<file path="src/rtl/systolic_feeder.sv">
`default_nettype none
// ============================================================================
//  Module   : systolic_feeder
//  Purpose  : Upstream stage of the systolic MAC array. Accepts one A column
//             vector and one B row vector per beat, skews lane k by k
//             advances so operands meet diagonally in the array, drives the
//             array enable, zero-pads after the final beat until every
//             product has propagated, then pulses done.
//  Ports    : clk, rst_n (async, active-low)
//             in_valid/in_ready/in_last : beat handshake
//             a_vec[DIM], b_vec[DIM]    : signed operand vectors in
//             A[DIM], B[DIM], en        : skewed operands + enable to array
//             done (1-cycle pulse), busy (not IDLE)
//             stall_cnt[15:0]           : only with FEEDER_STALL_CNT_EN
//  Options  : FEEDER_STALL_CNT_EN -- adds a saturating count of FEED-state
//             cycles with no offered beat, cleared at job start.
//  Revision : 1.0 - initial release
// ============================================================================
module systolic_feeder #(
   parameter int BITS_AB = 8,
   parameter int DIM     = 8
) (
   input  logic                      clk,
   input  logic                      rst_n,
   input  logic                      in_valid,
   output logic                      in_ready,
   input  logic                      in_last,
   input  logic signed [BITS_AB-1:0] a_vec [DIM],
   input  logic signed [BITS_AB-1:0] b_vec [DIM],
   output logic signed [BITS_AB-1:0] A     [DIM],
   output logic signed [BITS_AB-1:0] B     [DIM],
   output logic                      en,
   output logic                      done,
`ifdef FEEDER_STALL_CNT_EN
   output logic                      busy,
   output logic [15:0]               stall_cnt
`else
   output logic                      busy
`endif
);

   localparam int                 CNT_W      = $clog2(2*DIM);
   // Last DRAIN count: 0..2*DIM-2 gives 2*DIM-1 zero advances, enough for
   // DIM-1 cycles of skew flush plus DIM cycles of array propagation.
   localparam logic [CNT_W-1:0]   DRAIN_LAST = CNT_W'(2*DIM-2);

   typedef enum logic [1:0] {
      S_IDLE  = 2'd0,
      S_FEED  = 2'd1,
      S_DRAIN = 2'd2,
      S_DONE  = 2'd3
   } state_t;

   state_t             state_q, state_d;
   logic [CNT_W-1:0]   drain_cnt_q, drain_cnt_d;
   logic               en_q, en_d;
   logic               in_ready_q, in_ready_d;
   logic               done_q, done_d;
   logic               busy_q, busy_d;
   logic               accept;
   logic               adv;
`ifdef FEEDER_STALL_CNT_EN
   logic [15:0]        stall_cnt_q, stall_cnt_d;
`endif

   // in_ready is registered from the next state, so it always reflects
   // the current state without a combinational path from the inputs.
   assign accept = in_valid & in_ready_q;
   assign adv    = accept | (state_q == S_DRAIN);

   always_comb begin
      state_d     = state_q;
      drain_cnt_d = drain_cnt_q;
      case (state_q)
         S_IDLE: begin
            if (accept) begin
               state_d     = in_last ? S_DRAIN : S_FEED;
               drain_cnt_d = '0;
            end
         end
         S_FEED: begin
            if (accept && in_last) begin
               state_d     = S_DRAIN;
               drain_cnt_d = '0;
            end
         end
         S_DRAIN: begin
            if (drain_cnt_q == DRAIN_LAST) begin
               state_d = S_DONE;
            end else begin
               drain_cnt_d = drain_cnt_q + 1'b1;
            end
         end
         S_DONE:  state_d = S_IDLE;
         default: state_d = S_IDLE;
      endcase

      en_d       = adv;
      in_ready_d = (state_d == S_IDLE) || (state_d == S_FEED);
      done_d     = (state_d == S_DONE);
      busy_d     = (state_d != S_IDLE);
   end

`ifdef FEEDER_STALL_CNT_EN
   always_comb begin
      stall_cnt_d = stall_cnt_q;
      if ((state_q == S_IDLE) && accept) begin
         stall_cnt_d = '0;
      end else if ((state_q == S_FEED) && !in_valid && (stall_cnt_q != 16'hFFFF)) begin
         stall_cnt_d = stall_cnt_q + 16'd1;
      end
   end
   assign stall_cnt = stall_cnt_q;
`else
   // Stall counter not built in this configuration.
`endif

   always_ff @(posedge clk or negedge rst_n) begin
      if (!rst_n) begin
         state_q     <= S_IDLE;
         drain_cnt_q <= '0;
         en_q        <= 1'b0;
         in_ready_q  <= 1'b1;
         done_q      <= 1'b0;
         busy_q      <= 1'b0;
`ifdef FEEDER_STALL_CNT_EN
         stall_cnt_q <= '0;
`endif
      end else begin
         state_q     <= state_d;
         drain_cnt_q <= drain_cnt_d;
         en_q        <= en_d;
         in_ready_q  <= in_ready_d;
         done_q      <= done_d;
         busy_q      <= busy_d;
`ifdef FEEDER_STALL_CNT_EN
         stall_cnt_q <= stall_cnt_d;
`endif
      end
   end

   assign en       = en_q;
   assign in_ready = in_ready_q;
   assign done     = done_q;
   assign busy     = busy_q;

   // Lane k: shift chain of k+1 registers. All chains advance together on
   // adv, so a stall freezes every lane and the diagonal stays aligned.
   for (genvar k = 0; k < DIM; k++) begin : g_lane
      logic signed [BITS_AB-1:0] a_sr_q [k+1];
      logic signed [BITS_AB-1:0] a_sr_d [k+1];
      logic signed [BITS_AB-1:0] b_sr_q [k+1];
      logic signed [BITS_AB-1:0] b_sr_d [k+1];

      always_comb begin
         a_sr_d = a_sr_q;
         b_sr_d = b_sr_q;
         if (adv) begin
            // Outside an accepted beat the only advancing state is DRAIN,
            // which feeds zeros.
            a_sr_d[0] = accept ? a_vec[k] : '0;
            b_sr_d[0] = accept ? b_vec[k] : '0;
            for (int i = 1; i <= k; i++) begin
               a_sr_d[i] = a_sr_q[i-1];
               b_sr_d[i] = b_sr_q[i-1];
            end
         end
      end

      always_ff @(posedge clk or negedge rst_n) begin
         if (!rst_n) begin
            for (int i = 0; i <= k; i++) begin
               a_sr_q[i] <= '0;
               b_sr_q[i] <= '0;
            end
         end else begin
            a_sr_q <= a_sr_d;
            b_sr_q <= b_sr_d;
         end
      end

      assign A[k] = a_sr_q[k];
      assign B[k] = b_sr_q[k];
   end

endmodule
`default_nettype wire

</file>
<file path="config.mk">
export PLATFORM = sky130hd
export DESIGN_NAME = systolic_feeder
export DESIGN_NICKNAME = d
export VERILOG_FILES = /design/src/rtl/systolic_feeder.sv
export SDC_FILE = /design/constraint.sdc
export NUM_CORES = 1
export LEC_CHECK = 0
export CORE_UTILIZATION = 45
export DETAILED_ROUTE_END_ITERATION = 6
export PLACE_DENSITY = 0.71
export SLEW_MARGIN = 20
export SYNTH_ARGS = -nofsm -noshare
export SYNTH_HDL_FRONTEND = slang
export SYNTH_SLANG_ARGS = --single-unit
</file>
<file path="constraint.sdc">
create_clock -name clk -period 3.78 [get_ports clk]
set_input_delay 0.756 -clock clk [delete_from_list [all_inputs] [get_ports clk]]
set_output_delay 0.756 -clock clk [all_outputs]
set_load 0.01 [all_outputs]
</file>
* Yosys cells after proc, flatten, opt, wreduce, memory -nomap -nowiden
Index checks and enable logic that the tools add are counted.
** Storage, ports and cells
- Word-level logic and storage cells :: 122
- Output and inout bits :: 132
- Flip-flop bits (word level) :: 586
** Cells by class
- $add $sub $neg :: 1
- Muxes and demuxes :: 25
- Reductions and logical operators :: 7
- Bitwise logic cells :: 2
- Equality and inequality tests :: 9
** Operators with widths (count)
- $mux W8 :: 16
- $mux W4 :: 3
- $pmux W4 S3 :: 1
- $mux W2 :: 4
- $pmux W2 S4 :: 1
- $eq A2 B2 Y1 const B :: 3
- $ne A2 B2 Y1 const B :: 3
- $add A4 B1 Y4 const B :: 1
- $eq A2 B1 Y1 const B :: 2
- $eq A4 B4 Y1 const B :: 1
- $logic_not A2 Y1 :: 2
- $reduce_and A4 Y1 :: 1
- $reduce_bool A3 Y1 :: 1
- $reduce_bool A2 Y1 :: 1
- $and A1 B1 Y1 :: 1
- $logic_and A1 B1 Y1 :: 1
- $logic_or A1 B1 Y1 :: 1
- $or A1 B1 Y1 :: 1

* Logic depth before layout (Yosys ltp)
Gate-level depths: netlist (run 1).
- Word-level depth :: 6
- Mapped depth :: 6

* Worst setup path after synthesis (run 1)
OpenSTA, ideal clock, no wires.
- Path type :: input port to flip-flop
- Start point :: input port in_valid
- End point :: register g_lane[5].a_sr_q[10] in the netlist's numbering
- Data arrival time :: 1.844 ns
- Stages on the path :: 6
- Data required time :: 3.655 ns
- Setup time :: 0.125 ns
- Path slack :: 1.812 ns
- Path buffers :: 3
- Cells stage by stage :: and2_1 > buf_2 > nor2_8 > buf_6 > buf_4 > mux2_2
** Between the ends
- Longest elaborated chain between the ends :: 2
** Ends and longest elaborated chain
- start, declared :: RTL line 25 : input logic in_valid,
- $and A1 B1 Y1 :: RTL line 68 : assign accept = in_valid & in_ready_q;
- $or A1 B1 Y1 :: RTL line 69 : assign adv = accept | (state_q == S_DRAIN);
- end signal, assigned :: RTL line 177 : a_sr_q <= a_sr_d;
- end, declared :: RTL line 150 : logic signed [BITS_AB-1:0] a_sr_q [k+1];
Every way passes these cells.
A chain may end at the register's enable or synchronous reset.

* Final worst setup path (run 1)
- Start point :: register in_ready_q (netlist: in_ready)
- End point :: output port in_ready
** RTL lines
- start, declared :: RTL line 57 : logic in_ready_q, in_ready_d;
- start signal, assigned :: RTL line 133 : in_ready_q <= in_ready_d;
- end, declared :: RTL line 26 : output logic in_ready,
No word-level cell between the ends.

==> results.py, run 1 <==
metrics = {
    "clocking": {
        "cts-root-buf": "clkbuf_16",
        "postCtsSetupRepairBufs": 0,
        "cts.sinks": 586,
        "clk-insertion-delay-late_ns": 0.60,
        "postCtsResizedCells": 0,
        "clockBufferDepth": 3,
        "path_clk_slew_ns": 0.06,
        "htreeDepth": 2,
        "cts_tree": "built",
        "cts_hold_buf": 0,
        "cts_buffers": 59,
    },
    "finish": {
        "nets": 1692,
        "fin_area_um2": 27100,
        "n_fill_cell": 3904,
        "area_growth_pct": 20.1,
        "final_cells": 2270,
        "drive_gt1_frac": 0.296,
        "final_util": 0.550,
    },
    "worst_setup_path": {
        "worstReg2RegStart": "state_q[1]$_DFF_PN0_",
        "start_kind": "flip-flop",
        "crit_start": "in_ready$_DFF_PN1_",
        "crit_chain": "clkdlybuf4s50_1",
        "r2r_slack_ns": 1.69,
        "endpoint_kind": "primary output",
        "crit_fanout": 4,
        "path_buf_inv": 1,
        "criticalPathCategory": "flip-flop to primary output",
        "required_ns": 3.02,
        "path_delay_family": "flip-flops",
        "crit_arrival_ns": 1.69,
        "critical-path-slowest-cell": "dfstp_2",
        "rr_worst_depth": 5,
        "slowest_delay_ns": 0.55,
        "r2r_end": "g_lane[2].b_sr_q[14]$_DFFE_PN0P_",
    },
    "synthesis": {
        "synth_cell_types": 33,
        "yosysTopAreaCell": "dfrtp_1",
        "ys_warn_count": 0,
        "syn_area_um2": 22500,
        "yosysMostFrequentCell": "dfrtp_1",
        "seq_area_frac_synth": 0.651,
        "ys.flop_type": "dfrtp_1",
        "syn_avg_cell_area_um2": 16.2,
        "netlist_top_cells_area": "dfrtp_1, mux2_2, mux2_1",
        "synth.top_cells.by_count": "dfrtp_1, mux2_2, buf_4",
        "syn_inst": 1392,
        "async_flop_share": 1.00,
        "synth.ff_latch_count": 586,
        "syn-num-nets": 1526,
        "synth_enable_flop_cells": 0,
        "synth_top_area_share": 0.650,
    },
    "global_routing": {
        "antenna_found_initial": 3,
        "track_usage": 0.152,
        "grt_max_degree": 132,
        "grt_pass1_wl_um": 62400,
        "grt_pass1_vias": 12100,
        "grt-ovfl-total": 0,
    },
    "placement": {
        "dp_hpwl_um": 23700,
        "io_buffers": 263,
        "placed_cell_area_um2": 25100,
        "gp_congestion": 0.744,
        "dp.cells": 2161,
        "dp_slack_ns": 1.02,
    },
    "detailed_routing": {
        "num_vias": 11300,
        "wl_um": 37700,
        "vias_per_cell": 4.99,
        "drtIter0Drc": 566,
        "drc_errors": 0,
        "wire_per_inst_um": 16.6,
        "drt_pass1_iterations": 4,
        "ant_nets": 0,
    },
    "sta": {
        "period_share": 0.647,
        "rsz0062_at_grt": "false",
        "worst_slack_ns": 1.33,
        "fin_skew_ns": 0.0180,
        "tightest_slew_ns": 0.934,
        "finalHoldViolCount": 0,
        "setup_viol": 0,
        "slew_viol_final": 0,
        "fmax_mhz": 409,
        "slew_headroom": 0.377,
        "fin_crit_ns": 2.45,
        "setup_tns_ns": 0,
    },
    "power": {
        "ir_drop_mv": 0.439,
        "powerDensity_nw_per_um2": 882,
        "leakagePower_nw": 12.4,
    },
    "floorplan": {
        "rows": 81,
        "start_util": 0.458,
        "die_y_um": 226,
        "die_w_um": 226,
        "core_area_um2": 49200,
        "dieArea_um2": 50900,
        "pin_count": 264,
    },
    "job": {
        "timing.max_cap.violations": 0,
    },
    "run_status": {
        "status": "finished, final reports clean",
    },
    "worst_hold_path": {
        "hold_class": "primary input to asynchronous set/reset pin",
    },
}
==> layout by cell type, fill, tap and decap left out, drive strengths merged, types with 2 or more instances in the layout <==
| master | Yosys | routed |
|---|---|---|
| clkinvlp | 0 | 2 |
| nor2 | 2 | 2 |
| o22ai | 2 | 2 |
| a21oi | 4 | 4 |
| nor3 | 2 | 2 |
| clkinv | 0 | 8 |
| clkbuf | 9 | 89 |
| inv | 7 | 10 |
| mux2i | 2 | 2 |
| clkdlybuf4s50 | 0 | 262 |
| ha | 2 | 2 |
| a22o | 130 | 130 |
| diode | 0 | 2 |
| nor2b | 2 | 2 |
| a31oi | 2 | 2 |
| and2 | 2 | 2 |
| mux2 | 448 | 448 |
| buf | 183 | 35 |
| bufinv | 0 | 5 |
| dfrtp | 585 | 585 |
==> layer usage <==
metal  global-route usage  part of all wire
met4               0.0538             0.025
met1                0.206              0.45
met2                0.232              0.45
met5                    0           0.00034
met3               0.0462             0.070
==> where the power goes <==
group,total [W],internal (W),switching [W]
Sequential,0.0104,0.00903,0.00134
Combinational,0.00768,0.00467,0.00301
Clock,0.00581,0.00348,0.00232
Total,0.0238,0.0172,0.00667
==> state kept, by name, indices dropped and copies added (netlist names) <==
name,cells
A,56
B,56
busy,1
done,1
drain_cnt_q,4
en,1
g_lane.a_sr_q,232
g_lane.b_sr_q,232
in_ready,1
state_q,2
==> layout make-up <==
cell class	instances	area (um2)	share of cell area
inverter	7	26.3	0.000971
antenna	2	5.00	0.000185
tap	664	831	0.0307
multi-input combinational	607	6400	0.237
sequential	586	14700	0.542
clock inverter	18	235	0.00870
timing repair buffer	297	3160	0.117
clock buffer	89	1730	0.0639
==> kinds of logic after synthesis <==
| logic type | after synthesis | share of synthesized area |
|---|---|---|
| muxes | 450 | 0.225 |
| xor gates and xnor gates | 1 | 0.000389 |
| buffers and inverters | 199 | 0.0646 |
| AOI/OAI and AO/OA | 141 | 0.0536 |
| DFF | 586 | 0.651 |
| adders and majority gates | 2 | 0.00111 |
| and+or+nand+nor | 13 | 0.00433 |
==> how the worst max path moves through the flow <==
stage / end / slack, ns / cells past startpoint
after floorplan: g_lane[5].a_sr_q[10]$_DFFE_PN0P_ / 1.81 / 6
after global placement: B[49]$_DFFE_PN0P_ / 1.07 / 6
after detailed placement: g_lane[2].b_sr_q[14]$_DFFE_PN0P_ / 1.02 / 6
after CTS: in_ready / 1.29 / 1
after global routing: in_ready / 1.28 / 1
final: in_ready / 1.33 / 1
==> metrics by stage <==
step	hold slack, ns	total power, W
after floorplan	0.452	0.0164
after global placement	0.462	0.0179
after detailed placement	0.467	0.0183
after CTS	0.256	0.0243
after global routing	0.289	0.0253
final	0.226	0.0238
Power figures use the tool's default switching activity.
==> inputs of run 2 (changes only) <==
==> constraint.sdc (replaced) <==
create_clock -name clk -period 2.3 [get_ports clk]
set_input_delay 0.46 -clock clk [delete_from_list [all_inputs] [get_ports clk]]
set_output_delay 0.46 -clock clk [all_outputs]
set_load 0.01 [all_outputs]
==> results.py, run 2 (synthesis gave the netlist of run 1 again) <==
metrics = {
    "detailed_routing": {
        "wl_um": 38400,
        "drt_pass1_iterations": 4,
        "num_vias": 11500,
        "vias_per_cell": 5.03,
        "drtIter0Drc": 500,
        "ant_nets": 0,
        "drc_errors": 0,
        "wire_per_inst_um": 16.8,
    },
    "global_routing": {
        "antenna_found_initial": 3,
        "use_met1": 0.208,
        "track_usage": 0.154,
        "grt_pass1_vias": 12000,
        "use_met3": 0.0548,
        "grt_max_degree": 91,
        "grt-ovfl-total": 0,
        "grt_pass1_wl_um": 63000,
        "grt_busiest_layer": "met2",
        "grtUsageMet2": 0.235,
    },
    "floorplan": {
        "rows": 81,
        "core_area_um2": 49200,
        "dieArea_um2": 50900,
        "start_util": 0.458,
        "die_y_um": 226,
        "die_w_um": 226,
        "pin_count": 264,
    },
    "worst_setup_path": {
        "crit_fanout": 4,
        "required_ns": 1.84,
        "critical-path-slowest-cell": "dfstp_2",
        "path_delay_family": "flip-flops",
        "path_buf_inv": 1,
        "criticalPathCategory": "flip-flop to primary output",
        "crit_arrival_ns": 1.69,
        "slowest_delay_ns": 0.55,
        "crit_chain": "clkdlybuf4s50_1",
        "start_kind": "flip-flop",
        "endpoint_kind": "primary output",
    },
    "finish": {
        "final_util": 0.558,
        "largest_registers": "g_lane.a_sr_q: 232 flops, g_lane.b_sr_q: 232 flops",
        "area_growth_pct": 21.7,
        "final_cell_mix": "dfrtp_1, mux2_2, clkdlybuf4s50_1",
        "insertedDiodeCount": 0,
        "regArea_um2": 14700,
        "final_common_cell": "dfrtp_1",
        "final_cells": 2285,
        "multi_input_area_um2": 6400,
        "nets": 1707,
        "n_fill_cell": 3911,
        "drive_gt1_frac": 0.311,
    },
    "power": {
        "leakagePower_nw": 12.6,
        "powerDensity_nw_per_um2": 1470,
        "p_clk_frac": 0.256,
        "swShare": 0.278,
        "power.share.sequential": 0.422,
        "combPwrFrac": 0.322,
        "ir_drop_mv": 0.719,
        "power.internal_w": 0.0292,
        "power_w": 0.0404,
        "switchingPower_w": 0.0112,
    },
    "placement": {
        "dp_hpwl_um": 24800,
        "io_buffers": 263,
        "gp_congestion": 0.766,
        "dp.cells": 2174,
        "dp_slack_ns": 0.0852,
    },
    "clocking": {
        "path_clk_slew_ns": 0.06,
        "cts_buffers": 60,
        "postCtsSetupRepairBufs": 0,
        "clk-insertion-delay-late_ns": 0.59,
        "cts_tree": "built",
        "cts-root-buf": "clkbuf_16",
        "clockBufferDepth": 3,
        "cts.sinks": 586,
        "htreeDepth": 2,
    },
    "worst_hold_path": {
        "hold_class": "primary input to asynchronous set/reset pin",
    },
    "sta": {
        "worst_slack_ns": 0.153,
        "slew_viol_final": 0,
        "setup_viol": 0,
        "rsz0062_at_grt": "false",
        "fin_skew_ns": 0.0138,
        "slew_headroom": 0.661,
        "tightest_slew_ns": 0.509,
        "fin_crit_ns": 2.15,
        "finalHoldViolCount": 0,
        "setup_tns_ns": 0,
        "period_share": 0.934,
        "fmax_mhz": 466,
    },
    "run_status": {
        "status": "finished, final reports clean",
    },
    "job": {
        "timing.max_cap.violations": 0,
    },
}
-- run 2: area by class of cell --
class / count / area share
clock buffer: 81 / 0.0646
clock inverter: 29 / 0.0145
inverter: 7 / 0.000958
multi-input combinational: 607 / 0.234
sequential: 586 / 0.535
tap: 664 / 0.0303
timing repair buffer: 311 / 0.121
-- run 2: worst paths after layout --
path,slack [ns],end,start,depth (start not counted)
setup / recovery,0.15,in_ready,in_ready$_DFF_PN1_,1
min in group clk,0.47,g_lane[1].a_sr_q[10]$_DFFE_PN0P_,a_vec[50],2
hold / removal,0.40,B[0]$_DFFE_PN0P_,rst_n,2
setup reg to reg,0.44,g_lane[3].a_sr_q[15]$_DFFE_PN0P_,state_q[1]$_DFF_PN0_,5
max in group asynchronous,1.05,g_lane[7].a_sr_q[32]$_DFFE_PN0P_,rst_n,3
hold reg to reg,0.48,A[34]$_DFFE_PN0P_,g_lane[3].a_sr_q[10]$_DFFE_PN0P_,1
-- run 2: power by group through the flow --
stage,Combinational [W],Clock [W],Sequential [W]
detailed placement,0.0132,0,0.0172
finish,0.0130,0.0103,0.0170
global placement,0.0128,0,0.0170
CTS,0.0133,0.0107,0.0171
floorplan,0.0105,0,0.0165
global route,0.0141,0.0111,0.0176
-- run 2: layer usage --
layer,wire (um),vias to the layer above
met3,3070,74
met4,797,6
li1,-,5236
met1,17200,5894
met5,35,-
met2,17200,274
-- run 2: what timing repair did --
action / 4_1_cts / 5_1_grt
hold endpoints to repair: 36 / 0
resized for setup: 0 / 0
hold buffers: 1 / 0
-- run 2: worst reg2reg max path: cells and delay by family (launching register included) --
kind	cells	cell delay, ns
muxes	1	0.40
DFF	1	0.51
and+or+nand+nor	2	0.39
buffers and inverters	2	0.43
-- run 2: through the flow --
stage / hold WS (ns) / area, um2
global placement: 0.432 / 25200
CTS: 0.377 / 27400
floorplan: 0.164 / 22500
detailed placement: 0.436 / 25200
finish: 0.397 / 27400
global route: 0.389 / 27400
==> inputs of run 3 (changes only) <==
--- a/config.mk
+++ b/config.mk
@@ -7,7 +7,9 @@
 export LEC_CHECK = 0
 export CORE_UTILIZATION = 45
 export DETAILED_ROUTE_END_ITERATION = 6
+export GPL_ROUTABILITY_DRIVEN = 0
 export PLACE_DENSITY = 0.71
+export REMOVE_ABC_BUFFERS = 1
 export SLEW_MARGIN = 20
 export SYNTH_ARGS = -nofsm -noshare
 export SYNTH_HDL_FRONTEND = slang
==> results.py, run 3 (synthesis gave the netlist of run 1 again) <==
metrics = {
    "floorplan": {
        "dieArea_um2": 50900,
        "rows": 81,
        "die_y_um": 226,
        "pin_count": 264,
        "start_util": 0.458,
        "die_w_um": 226,
        "core_area_um2": 49200,
    },
    "global_routing": {
        "grt_pass1_vias": 12200,
        "grt_busiest_layer": "met2",
        "track_usage": 0.151,
        "grt-ovfl-total": 0,
        "grt_max_degree": 83,
        "use_met1": 0.203,
        "grtUsageMet2": 0.234,
        "grt_pass1_wl_um": 62600,
        "antenna_found_initial": 1,
        "use_met3": 0.0513,
    },
    "detailed_routing": {
        "ant_nets": 0,
        "drc_errors": 0,
        "wire_per_inst_um": 16.3,
        "wl_um": 37400,
        "drtIter0Drc": 553,
        "drt_pass1_iterations": 4,
        "num_vias": 11500,
        "vias_per_cell": 5.00,
    },
    "worst_setup_path": {
        "crit_chain": "clkdlybuf4s50_1",
        "endpoint_kind": "primary output",
        "criticalPathCategory": "flip-flop to primary output",
        "path_buf_inv": 1,
        "required_ns": 1.84,
        "start_kind": "flip-flop",
        "crit_fanout": 4,
        "slowest_delay_ns": 0.57,
        "critical-path-slowest-cell": "dfstp_2",
        "crit_arrival_ns": 1.71,
        "path_delay_family": "flip-flops",
    },
    "sta": {
        "period_share": 0.944,
        "slew_headroom": 0.637,
        "fin_skew_ns": 0.0169,
        "finalHoldViolCount": 0,
        "tightest_slew_ns": 0.544,
        "rsz0062_at_grt": "false",
        "fin_crit_ns": 2.17,
        "slew_viol_final": 0,
        "fmax_mhz": 461,
        "setup_tns_ns": 0,
        "setup_viol": 0,
    },
    "finish": {
        "regArea_um2": 14700,
        "final_cell_mix": "dfrtp_1, mux2_2, clkdlybuf4s50_1",
        "final_common_cell": "dfrtp_1",
        "area_growth_pct": 21.3,
        "fin_area_um2": 27300,
        "final_util": 0.556,
        "largest_registers": "g_lane.a_sr_q: 232 flops, g_lane.b_sr_q: 232 flops",
        "final_cells": 2291,
        "n_fill_cell": 3883,
        "multi_input_area_um2": 6400,
        "nets": 1716,
        "drive_gt1_frac": 0.312,
        "insertedDiodeCount": 0,
    },
    "placement": {
        "dp_hpwl_um": 24000,
        "io_buffers": 263,
        "dp.cells": 2186,
        "placed_cell_area_um2": 25300,
    },
    "power": {
        "power_w": 0.0395,
        "leakagePower_nw": 12.6,
        "powerDensity_nw_per_um2": 1450,
        "ir_drop_mv": 0.946,
    },
    "clocking": {
        "cts-root-buf": "clkbuf_16",
        "clk-insertion-delay-late_ns": 0.59,
        "cts.sinks": 586,
        "path_clk_slew_ns": 0.06,
        "cts_tree": "built",
        "cts_buffers": 57,
        "htreeDepth": 2,
        "postCtsResizedCells": 0,
        "clockBufferDepth": 3,
    },
    "worst_hold_path": {
        "hold_class": "primary input to asynchronous set/reset pin",
    },
    "job": {
        "timing.max_cap.violations": 0,
    },
    "run_status": {
        "status": "finished, final reports clean",
    },
}
-- run 3: power breakdown --
part	internal [W]	total (W)	switching [W]
clock	0.00583	0.00967	0.00384
sequential	0.0148	0.0170	0.00220
combinational	0.00782	0.0128	0.00498
total	0.0285	0.0395	0.0110
-- run 3: worst paths after layout --
| check | endpoint | from | slack, ns | cells past startpoint |
|---|---|---|---|---|
| worst max-delay path | in_ready | in_ready$_DFF_PN1_ | 0.13 | 1 |
| worst min-delay path | g_lane[6].b_sr_q[12]$_DFFE_PN0P_ | rst_n | 0.42 | 2 |
| worst max register to register | A[15]$_DFFE_PN0P_ | state_q[1]$_DFF_PN0_ | 0.39 | 5 |
| worst min register to register | B[31]$_DFFE_PN0P_ | g_lane[4].b_sr_q[15]$_DFFE_PN0P_ | 0.48 | 1 |
| max in group asynchronous | g_lane[5].a_sr_q[43]$_DFFE_PN0P_ | rst_n | 1.05 | 4 |
| min in group clk | g_lane[1].b_sr_q[9]$_DFFE_PN0P_ | b_vec[49] | 0.47 | 2 |
-- run 3: what timing repair did --
item	CTS	global route
buffers inserted	0	0
hold buffers	1	0
endpoints found under the hold margin	40	0
-- run 3: area by class of cell --
| cell class | count | share of cell area |
|---|---|---|
| repair buffers | 323 | 0.124 |
| multi-input cells | 607 | 0.234 |
| clock inverters | 28 | 0.0128 |
| flip-flops and latches | 586 | 0.537 |
| well taps | 664 | 0.0304 |
| clock buffers | 76 | 0.0604 |
| inverters | 7 | 0.000962 |
-- run 3: metal layers --
layer  up-vias  part of all wire
met3        60             0.069
li1       5245                 -
met2       216              0.46
met1      5942              0.45
met5         -           0.00021
met4         2             0.018
-- run 3: stage by stage --
| step | hold slack [ns] | worst slack [ns] |
|---|---|---|
| global placement | 0.450 | 0.0839 |
| detailed placement | 0.452 | 0.0611 |
| finish | 0.417 | 0.129 |
| global route | 0.417 | 0.0698 |
| CTS | 0.403 | 0.0805 |
| floorplan | 0.164 | -5.28 |
